`src/rtl/cpu_clk_ctrl.sv`:
```
// Run-control clock-enable scheduler: turns IDLE/RUN/STEP/HALTED requests into
// single-cycle cpu_en pulses on the system clock, with a selectable tick rate.
module cpu_clk_ctrl #(
  parameter int unsigned DIV0 = 100_000_000,
  parameter int unsigned DIV1 = 10_000_000,
  parameter int unsigned DIV2 = 1_000_000,
  parameter int unsigned DIV3 = 1,
  parameter int unsigned CW   = 32
) (
  input  logic          clk,
  input  logic          rst,
  input  logic          run_req,
  input  logic          step_req,
  input  logic          stop_req,
  input  logic          halt,
  input  logic [1:0]    rate_sel,
  input  logic          rate_load,
  output logic          cpu_en,
  output logic [1:0]    state,
  output logic          rate_ack,
  output logic [CW-1:0] tick_cnt
);

  typedef enum logic [1:0] {
    ST_IDLE   = 2'b00,
    ST_RUN    = 2'b01,
    ST_STEP   = 2'b10,
    ST_HALTED = 2'b11
  } state_e;

  localparam logic [CW-1:0] ONE  = CW'(1);
  localparam logic [CW-1:0] ZERO = CW'(0);

  function automatic logic [CW-1:0] div_of(input logic [1:0] sel);
    logic [CW-1:0] d;
    case (sel)
      2'd0:    d = CW'(DIV0);
      2'd1:    d = CW'(DIV1);
      2'd2:    d = CW'(DIV2);
      2'd3:    d = CW'(DIV3);
      default: d = CW'(DIV0);
    endcase
    return d;
  endfunction

  state_e        state_q, state_d;
  logic [CW-1:0] cnt_q, cnt_d;
  logic [CW-1:0] div_cur_q, div_cur_d;
  logic          pend_v_q, pend_v_d;
  logic [1:0]    pend_sel_q, pend_sel_d;
  logic          cpu_en_q, cpu_en_d;
  logic          rate_ack_q, rate_ack_d;
  logic [CW-1:0] tick_q, tick_d;
  logic          term_s;
  logic          apply_s;

  assign term_s = (cnt_q == (div_cur_q - ONE));

  // Next-state: run control, prescaler, pending-rate application and tick counter.
  always_comb begin
    state_d    = state_q;
    cnt_d      = cnt_q;
    div_cur_d  = div_cur_q;
    pend_v_d   = pend_v_q;
    pend_sel_d = pend_sel_q;
    cpu_en_d   = 1'b0;
    rate_ack_d = 1'b0;
    tick_d     = tick_q;
    apply_s    = 1'b0;

    case (state_q)
      ST_IDLE: begin
        apply_s = pend_v_q;
        if (run_req) begin
          state_d = ST_RUN;
          cnt_d   = ZERO;
        end else if (step_req && !halt) begin
          state_d  = ST_STEP;
          cpu_en_d = 1'b1;
        end else begin
          state_d = ST_IDLE;
        end
      end
      ST_STEP: begin
        apply_s = pend_v_q;
        state_d = ST_IDLE;
      end
      ST_RUN: begin
        if (stop_req) begin
          state_d = ST_IDLE;
          cnt_d   = ZERO;
        end else if (halt) begin
          state_d = ST_HALTED;
          cnt_d   = ZERO;
        end else if (term_s) begin
          // A pending rate takes effect only once the current period has completed.
          cnt_d    = ZERO;
          cpu_en_d = 1'b1;
          apply_s  = pend_v_q;
        end else begin
          cnt_d = cnt_q + ONE;
        end
      end
      ST_HALTED: begin
        apply_s = pend_v_q;
        if (stop_req) begin
          state_d = ST_IDLE;
        end else begin
          state_d = ST_HALTED;
        end
      end
      default: begin
        state_d = ST_IDLE;
        cnt_d   = ZERO;
      end
    endcase

    if (apply_s) begin
      div_cur_d  = div_of(pend_sel_q);
      rate_ack_d = 1'b1;
      pend_v_d   = 1'b0;
    end else begin
      div_cur_d  = div_cur_q;
    end

    // A load on the applying edge survives as the next pending value.
    if (rate_load) begin
      pend_v_d   = 1'b1;
      pend_sel_d = rate_sel;
    end else begin
      pend_sel_d = pend_sel_q;
    end

    if (cpu_en_d) begin
      tick_d = tick_q + ONE;
    end else begin
      tick_d = tick_q;
    end
  end

  // State and output registers with asynchronous reset.
  always_ff @(posedge clk or posedge rst) begin
    if (rst) begin
      state_q    <= ST_IDLE;
      cnt_q      <= ZERO;
      div_cur_q  <= CW'(DIV0);
      pend_v_q   <= 1'b0;
      pend_sel_q <= 2'b00;
      cpu_en_q   <= 1'b0;
      rate_ack_q <= 1'b0;
      tick_q     <= ZERO;
    end else begin
      state_q    <= state_d;
      cnt_q      <= cnt_d;
      div_cur_q  <= div_cur_d;
      pend_v_q   <= pend_v_d;
      pend_sel_q <= pend_sel_d;
      cpu_en_q   <= cpu_en_d;
      rate_ack_q <= rate_ack_d;
      tick_q     <= tick_d;
    end
  end

  assign cpu_en   = cpu_en_q;
  assign state    = state_q;
  assign rate_ack = rate_ack_q;
  assign tick_cnt = tick_q;

endmodule

```
`config.mk`:
```
export PLATFORM = sky130hd
export DESIGN_NAME = cpu_clk_ctrl
export DESIGN_NICKNAME = d
export VERILOG_FILES = /design/src/rtl/cpu_clk_ctrl.sv
export SDC_FILE = /design/constraint.sdc
export NUM_CORES = 1
export LEC_CHECK = 0
export CORE_AREA = 3 3 112 114
export DETAILED_ROUTE_END_ITERATION = 10
export DIE_AREA = 0 0 115 117
export PLACE_DENSITY = 0.62
export SLEW_MARGIN = 40
export SYNTH_ARGS = -nofsm -noshare
export SYNTH_HDL_FRONTEND = slang
export SYNTH_SLANG_ARGS = --single-unit
```
`constraint.sdc`:
```
create_clock -name clk -period 5 [get_ports clk]
set_input_delay 1 -clock clk [delete_from_list [all_inputs] [get_ports clk]]
set_output_delay 1 -clock clk [all_outputs]
set_load 0.005 [all_outputs]
```
==> reports/qor.csv, run 1 <==
stage,metric,value,unit
critical_path,crit path DAT,3.83,ns
logic_synthesis,number of synthesized flops with an enable pin,0,
clocking,CTS tree,done,
hold_path,Min-Delay Path Class,register to register,
clocking,Root Driver,clkbuf_16,
cells_and_area,Fill cells,1071,
clocking,Clock Latency Late Sink,0.34,ns
detailed_routing,vias per cell,5.71,
place,I/O Buffers,44,
sta,"Hold Vio Cnt, Final",0,
logic_synthesis,#FFs+latches synth,78,
critical_path,critical path class,register to register,
critical_path,"most used cell, CP",or4_4,
place,routability cong.,0.896,
detailed_routing,DRC violations left,0,
detailed_routing,total number of vias,3887,
hold_path,Hold Crit Depth,1,
critical_path,crit path cell chain,"or4_4, o22ai_1, o2111ai_1, or4_4, nor4_2, a21oi_1, nand2b_1, mux2_4",
pwr,LEAKAGE,2.38,nW
pwr,P_int,1.33,mW
critical_path,R2R depth,8,
logic_synthesis,"Top FF cell, synth",dfrtp_1,
critical_path,crit-path max cell delay,0.63,ns
logic_synthesis,Synth Instances,500,
clocking,Setup Buffers After CTS,0,
sta,Worst Skew,0.00822,ns
clocking,hold buffers post-CTS,0,
critical_path,Worst setup EP type,register,
clocking,number of buffers created by CTS,9,
floorplan,Top Ports,45,
logic_synthesis,most common library cells after synthesis,"dfrtp_1 (75), nand2_1 (44), xor2_1 (32)",
detailed_routing,Routed Antenna Nets,0,
floorplan,Row Count,39,
critical_path,capturing point of the worst reg2reg path,div_cur_q[0],
pwr,power share of the clock group,0.328,
floorplan,die width,115,um
global_routing,Global Route Usage Sum,0.178,
logic_synthesis,"Seq/Total Area, Yosys",0.422,
hold_path,worst hold start,pend_v_q,
global_routing,first-pass GRT wire length,19300,um
logic_synthesis,Yosys top cell area share,0.405,
pwr,Max VDD drop,0.000215,V
detailed_routing,wire per inst,16.5,um
floorplan,die area,13500,um2
detailed_routing,Highest Signal Layer,met4,
clocking,maximum clock insertion buffer count,2,
cells_and_area,Area growth syn-to-layout,18.0,%
detailed_routing,Iteration-0 DRC Markers,302,
cells_and_area,layout cells sized above 1,0.0911,
critical_path,crit-path max FO,11,
flow_run,max cap viols,0,
detailed_routing,met2 routed WL,5200,um
cells_and_area,Antenna Cells,0,
place,hpwl dp,7690,um
sta,FMAX,0.277,GHz
sta,Tcrit/Tclk final,0.721,
critical_path,R2R setup slack,1.40,ns
sta,Slew @ Worst Pin,0.698,ns
critical_path,Critical Path Source Type,register,
critical_path,Worst R2R Start,div_cur_q[12],
critical_path,Worst Path Required,5.22,ns
logic_synthesis,post-synth cell types,60,
pwr,Comb pwr share,0.257,
logic_synthesis,synthesis warning total,0,
sta,final setup vio count,0,
logic_synthesis,Post-Syn Area,4630,um2
critical_path,CP max-delay cell,or4_4,
logic_synthesis,syn avg cell area,9.26,um2
global_routing,largest net degree at the start of global routing,79,
cells_and_area,final-stage net count,549,
logic_synthesis,Synth Net Count,516,
pwr,pwr/cell area,362,nW/um2
detailed_routing,WL final,11300,um
clocking,Clock Sinks,78,
detailed_routing,DR WL met3,510,um
global_routing,vias in the first global route,3878,
floorplan,Initial Util,0.402,
pwr,Power Total,1.98,mW
pwr,Flop pwr share,0.415,
global_routing,antenna violations before repair,0,
outcome,status,completed,
pwr,Switching Fraction,0.329,
sta,unrepaired setup endpoints after global routing,no,
global_routing,total grt overflow,0,
logic_synthesis,"FFs w/ async S/R, synth",1.00,
floorplan,CORE AREA,11500,um2
sta,crit path time final,3.60,ns
clocking,clock-pin slew on the worst setup and hold paths,0.06,ns
logic_synthesis,Yosys top cell by area,dfrtp_1,
sta,Slew HR,0.535,
clocking,# H-tree levels,3,
detailed_routing,Initial DRT Pass Iterations,5,
sta,Fin Setup TNS,0,ns
sta,max-slew violation count,0,
logic_synthesis,"top cells by area, synth","dfrtp_1 (41%), xor2_1 (6.1%), nand2_1 (3.6%)",
clocking,post-cts sizing count,0,
pwr,switching pwr,651,uW
hold_path,Hold Path Sink,pend_v_q,
floorplan,height of the die,117,um
detailed_routing,met1 WL,5300,um
logic_synthesis,"count leader, synth",dfrtp_1,
[cell type report]
class                      count  area (um2)  share of cell area
multi-input combinational    372        2470               0.452
sequential                    78        1960               0.358
timing repair buffer          49         482              0.0882
clock buffer                  11         233              0.0426
tap                          143         179              0.0327
inverter                      23        86.3              0.0158
clock inverter                 5        60.1              0.0110
[cell usage in the layout (no fill, tap or decap), types with 6 or more instances in the layout]
cell type and instances:
nand3_1 22, o21ai_0 30, inv_1 22, nand2b_1 9
a21o_1 7, a21oi_1 23, nor4_1 9, xnor2_1 11
a31oi_1 12, nor3b_1 6, and3_1 22, nor2_1 27
nand4_1 10, clkdlybuf4s50_1 44, or3_1 9, mux2_4 6
dfrtp_1 75, ha_1 7, xor2_1 32, nor4_2 8
clkbuf_16 9, nand2_1 44, nor3_1 17
[logic make-up after synthesis]
kind of cell | count (synthesis) | share of synthesized area
fa+ha+maj | 8 | 0.0211
simple gates | 211 | 0.261
xor+xnor | 43 | 0.0813
mux | 12 | 0.0330
compound gates | 98 | 0.133
buf+inv | 50 | 0.0483
flops | 78 | 0.422
[registers in the layout (all words and copies together) (netlist names)]
name and flops:
cnt_q 32, tick_cnt 32, div_cur_q 7, pend_sel_q 2, state 2, cpu_en 1
pend_v_q 1, rate_ack 1
[critical path: cells and delay by family (launching register included)]
| kind | cells | cell delay (ns) |
|---|---|---|
| AOI/OAI and AO/OA | 3 | 0.52 |
| DFF | 1 | 0.50 |
| muxes | 1 | 0.40 |
| and+or+nand+nor | 4 | 2.08 |
[per-layer routing]
layer | vias up | global-route usage
met5 | - | 0
met4 | 0 | 0.0798
met2 | 90 | 0.273
met1 | 1901 | 0.239
li1 | 1871 | -
met3 | 25 | 0.0416
[power groups by stage]
stage / clock network (mW) / registers, mW / logic, mW
global route: 0.693 / 0.835 / 0.565
CTS: 0.667 / 0.817 / 0.509
detailed placement: 0 / 0.826 / 0.505
finish: 0.648 / 0.822 / 0.508
global placement: 0 / 0.827 / 0.504
floorplan: 0 / 0.746 / 0.431
[metrics by stage]
stage          cells  hold WS [ns]  instance area [um2]   util  setup slack (ns)
6_report         681         0.475                 5460  0.474              1.40
3_5_place_dp     665         0.462                 5160  0.448              1.49
2_1_floorplan    500         0.450                 4630      -              1.91
4_1_cts          681         0.478                 5450  0.473              1.48
5_1_grt          681         0.490                 5460  0.474              1.19
3_3_place_gp     665         0.459                 5150  0.448              1.34
[worst max-delay path by stage]
stage / from / to / slack, ns / cells after the start
detailed placement: div_cur_q[12] / div_cur_q[17] / 1.49 / 8
global route: div_cur_q[17] / div_cur_q[0] / 1.19 / 10
CTS: div_cur_q[12] / div_cur_q[17] / 1.48 / 8
finish: div_cur_q[12] / div_cur_q[0] / 1.40 / 8
floorplan: div_cur_q[0] / div_cur_q[0] / 1.91 / 11
global placement: div_cur_q[12] / cnt_q[21] / 1.34 / 8
Note: power is estimated with default switching activity, not from simulation.
==> run 2, diff against run 1 <==
==> constraint.sdc (replaced) <==
create_clock -name clk -period 3.4 [get_ports clk]
set_input_delay 0.68 -clock clk [delete_from_list [all_inputs] [get_ports clk]]
set_output_delay 0.68 -clock clk [all_outputs]
set_load 0.005 [all_outputs]
==> run 2 against run 1 <==
Worst hold slack gained 0.0058 ns. Core utilization up 1.2 points. Final cell count increased by 1.6%. Highest routed layer unchanged.
==> reports/qor.csv, run 2 (synthesized netlist as in run 1, its figures left out) <==
stage,metric,value,unit
critical_path,CP max-delay cell,or4b_1,
hold_path,Min-Delay Path Class,register to register,
pwr,P_int,2.00,mW
clocking,maximum clock insertion buffer count,2,
detailed_routing,vias per cell,5.57,
sta,Slew @ Worst Pin,0.594,ns
pwr,Comb pwr share,0.284,
clocking,# H-tree levels,3,
cells_and_area,Antenna Cells,0,
critical_path,R2R setup slack,0.24,ns
sta,final setup vio count,0,
critical_path,Critical Path Source Type,register,
critical_path,R2R depth,11,
outcome,status,completed,
cells_and_area,layout cells sized above 1,0.113,
place,routability cong.,0.908,
clocking,CTS tree,done,
place,I/O Buffers,44,
detailed_routing,Iteration-0 DRC Markers,224,
sta,Fin Setup TNS,0,ns
critical_path,crit path to,tick_cnt[19],
pwr,Switching Fraction,0.329,
global_routing,Global Route Usage Sum,0.178,
detailed_routing,WL final,11300,um
sta,"Hold Vio Cnt, Final",0,
pwr,power share of the clock group,0.326,
critical_path,crit-path max FO,33,
place,hpwl dp,7840,um
floorplan,Initial Util,0.402,
floorplan,die area,13500,um2
detailed_routing,DRC violations left,0,
detailed_routing,total number of vias,3855,
clocking,Root Driver,clkbuf_16,
pwr,Max VDD drop,0.000357,V
critical_path,crit path DAT,3.43,ns
critical_path,critical path class,register to register,
sta,Slew HR,0.604,
cells_and_area,"commonest non-fill, non-tap cell in the layout",dfrtp_1,
detailed_routing,wire per inst,16.3,um
clocking,clock-pin slew on the worst setup and hold paths,0.06,ns
pwr,Flop pwr share,0.390,
global_routing,largest net degree at the start of global routing,35,
floorplan,height of the die,117,um
global_routing,total grt overflow,0,
detailed_routing,Routed Antenna Nets,0,
floorplan,Top Ports,45,
global_routing,vias in the first global route,3786,
flow_run,max cap viols,0,
cells_and_area,Area growth syn-to-layout,20.9,%
detailed_routing,Initial DRT Pass Iterations,4,
floorplan,Row Count,39,
floorplan,CORE AREA,11500,um2
critical_path,crit-path max cell delay,0.48,ns
sta,Tcrit/Tclk final,0.931,
cells_and_area,most frequent cells in the layout,"dfrtp_1 (75), nand2_1 (44), clkdlybuf4s50_1 (44)",
place,placed insts,675,
cells_and_area,fin cells,692,
sta,FMAX,0.316,GHz
cells_and_area,Util after Layout,0.486,
pwr,pwr/cell area,534,nW/um2
global_routing,antenna violations before repair,0,
critical_path,CP startpoint,div_cur_q[0],
clocking,Clock Sinks,78,
pwr,switching pwr,985,uW
sta,Worst Skew,0.00577,ns
critical_path,Worst setup EP type,register,
pwr,LEAKAGE,2.45,nW
floorplan,die width,115,um
critical_path,Worst Path Required,3.66,ns
sta,max-slew violation count,0,
critical_path,Worst R2R Start,div_cur_q[0],
cells_and_area,final-stage net count,560,
global_routing,first-pass GRT wire length,19100,um
cells_and_area,Fill cells,1085,
critical_path,capturing point of the worst reg2reg path,tick_cnt[19],
critical_path,crit path cell chain,"inv_1, ha_1, or4b_1, or3_1, a21oi_1, o211ai_1, nor4_2, a21oi_2, buf_12, nor4b_1, xor2_1",
clocking,Clock Latency Late Sink,0.34,ns
sta,crit path time final,3.16,ns
clocking,number of buffers created by CTS,9,
clocking,hold buffers post-CTS,0,
-- run 2: metal layers --
metal  wire, um  up-vias  GRT usage
li1           -     1893          -
met1       5250     1858      0.240
met2       5420       93      0.288
met5          0        -          0
met4        125        0     0.0626
met3        493       11     0.0365
-- run 2: how the worst min path moves through the flow --
stage                 start            to  slack, ns  cells after the start
2_1_floorplan      pend_v_q      pend_v_q       0.45                      1
3_3_place_gp   tick_cnt[31]  tick_cnt[31]       0.46                      1
3_5_place_dp   tick_cnt[31]  tick_cnt[31]       0.46                      1
4_1_cts        tick_cnt[31]  tick_cnt[31]       0.48                      1
5_1_grt        tick_cnt[31]  tick_cnt[31]       0.49                      1
6_report       tick_cnt[31]  tick_cnt[31]       0.48                      1
-- run 2: worst max-delay path: cells and delay by family (launching register included) --
family	cells	cell delay, ns
adder cells (fa/ha/maj)	1	0.19
AO/OA/AOI/OAI	3	0.45
XOR/XNOR	1	0.17
AND/OR/NAND/NOR	4	1.57
flip-flops	1	0.41
buffers and inverters	2	0.29
-- run 2: power by group through the flow --
stage	logic, mW	clock network, mW	registers (mW)
2_1_floorplan	0.634	0	1.10
4_1_cts	0.855	1.00	1.16
3_3_place_gp	0.848	0	1.18
6_report	0.850	0.975	1.16
3_5_place_dp	0.847	0	1.18
5_1_grt	0.932	1.04	1.18
-- run 2: final cells by class --
cell class,count,area [um2],share of cell area
clock buffer,10,229,0.0409
tap,143,179,0.0319
timing repair buffer,60,611,0.109
clock inverter,6,70.1,0.0125
sequential,78,1960,0.349
inverter,23,87.6,0.0156
multi-input combinational,372,2470,0.441
-- run 2: through the flow --
stage	worst slack, ns	area [um2]	power [mW]	hold WS, ns
after floorplan	0.305	4630	1.73	0.450
after global placement	0.182	5280	2.02	0.460
after detailed placement	0.108	5280	2.03	0.461
after CTS	0.0867	5580	3.02	0.483
after global routing	-0.00979	5600	3.15	0.495
final	0.235	5600	2.99	0.480
-- run 2: what timing repair did --
item	CTS	global route
buffers inserted	0	1
gates resized for setup	0	3
endpoints found under the setup margin	0	9
==> run 3, diff against run 2 <==
--- a/config.mk
+++ b/config.mk
@@ -9,6 +9,7 @@
 export DETAILED_ROUTE_END_ITERATION = 10
 export DIE_AREA = 0 0 115 117
 export PLACE_DENSITY = 0.62
+export SKIP_CTS_REPAIR_TIMING = 1
 export SLEW_MARGIN = 40
 export SYNTH_ARGS = -nofsm -noshare
 export SYNTH_HDL_FRONTEND = slang
==> results of run 3 <==
Final layout, timing and power as in run 2 (identical DEF).
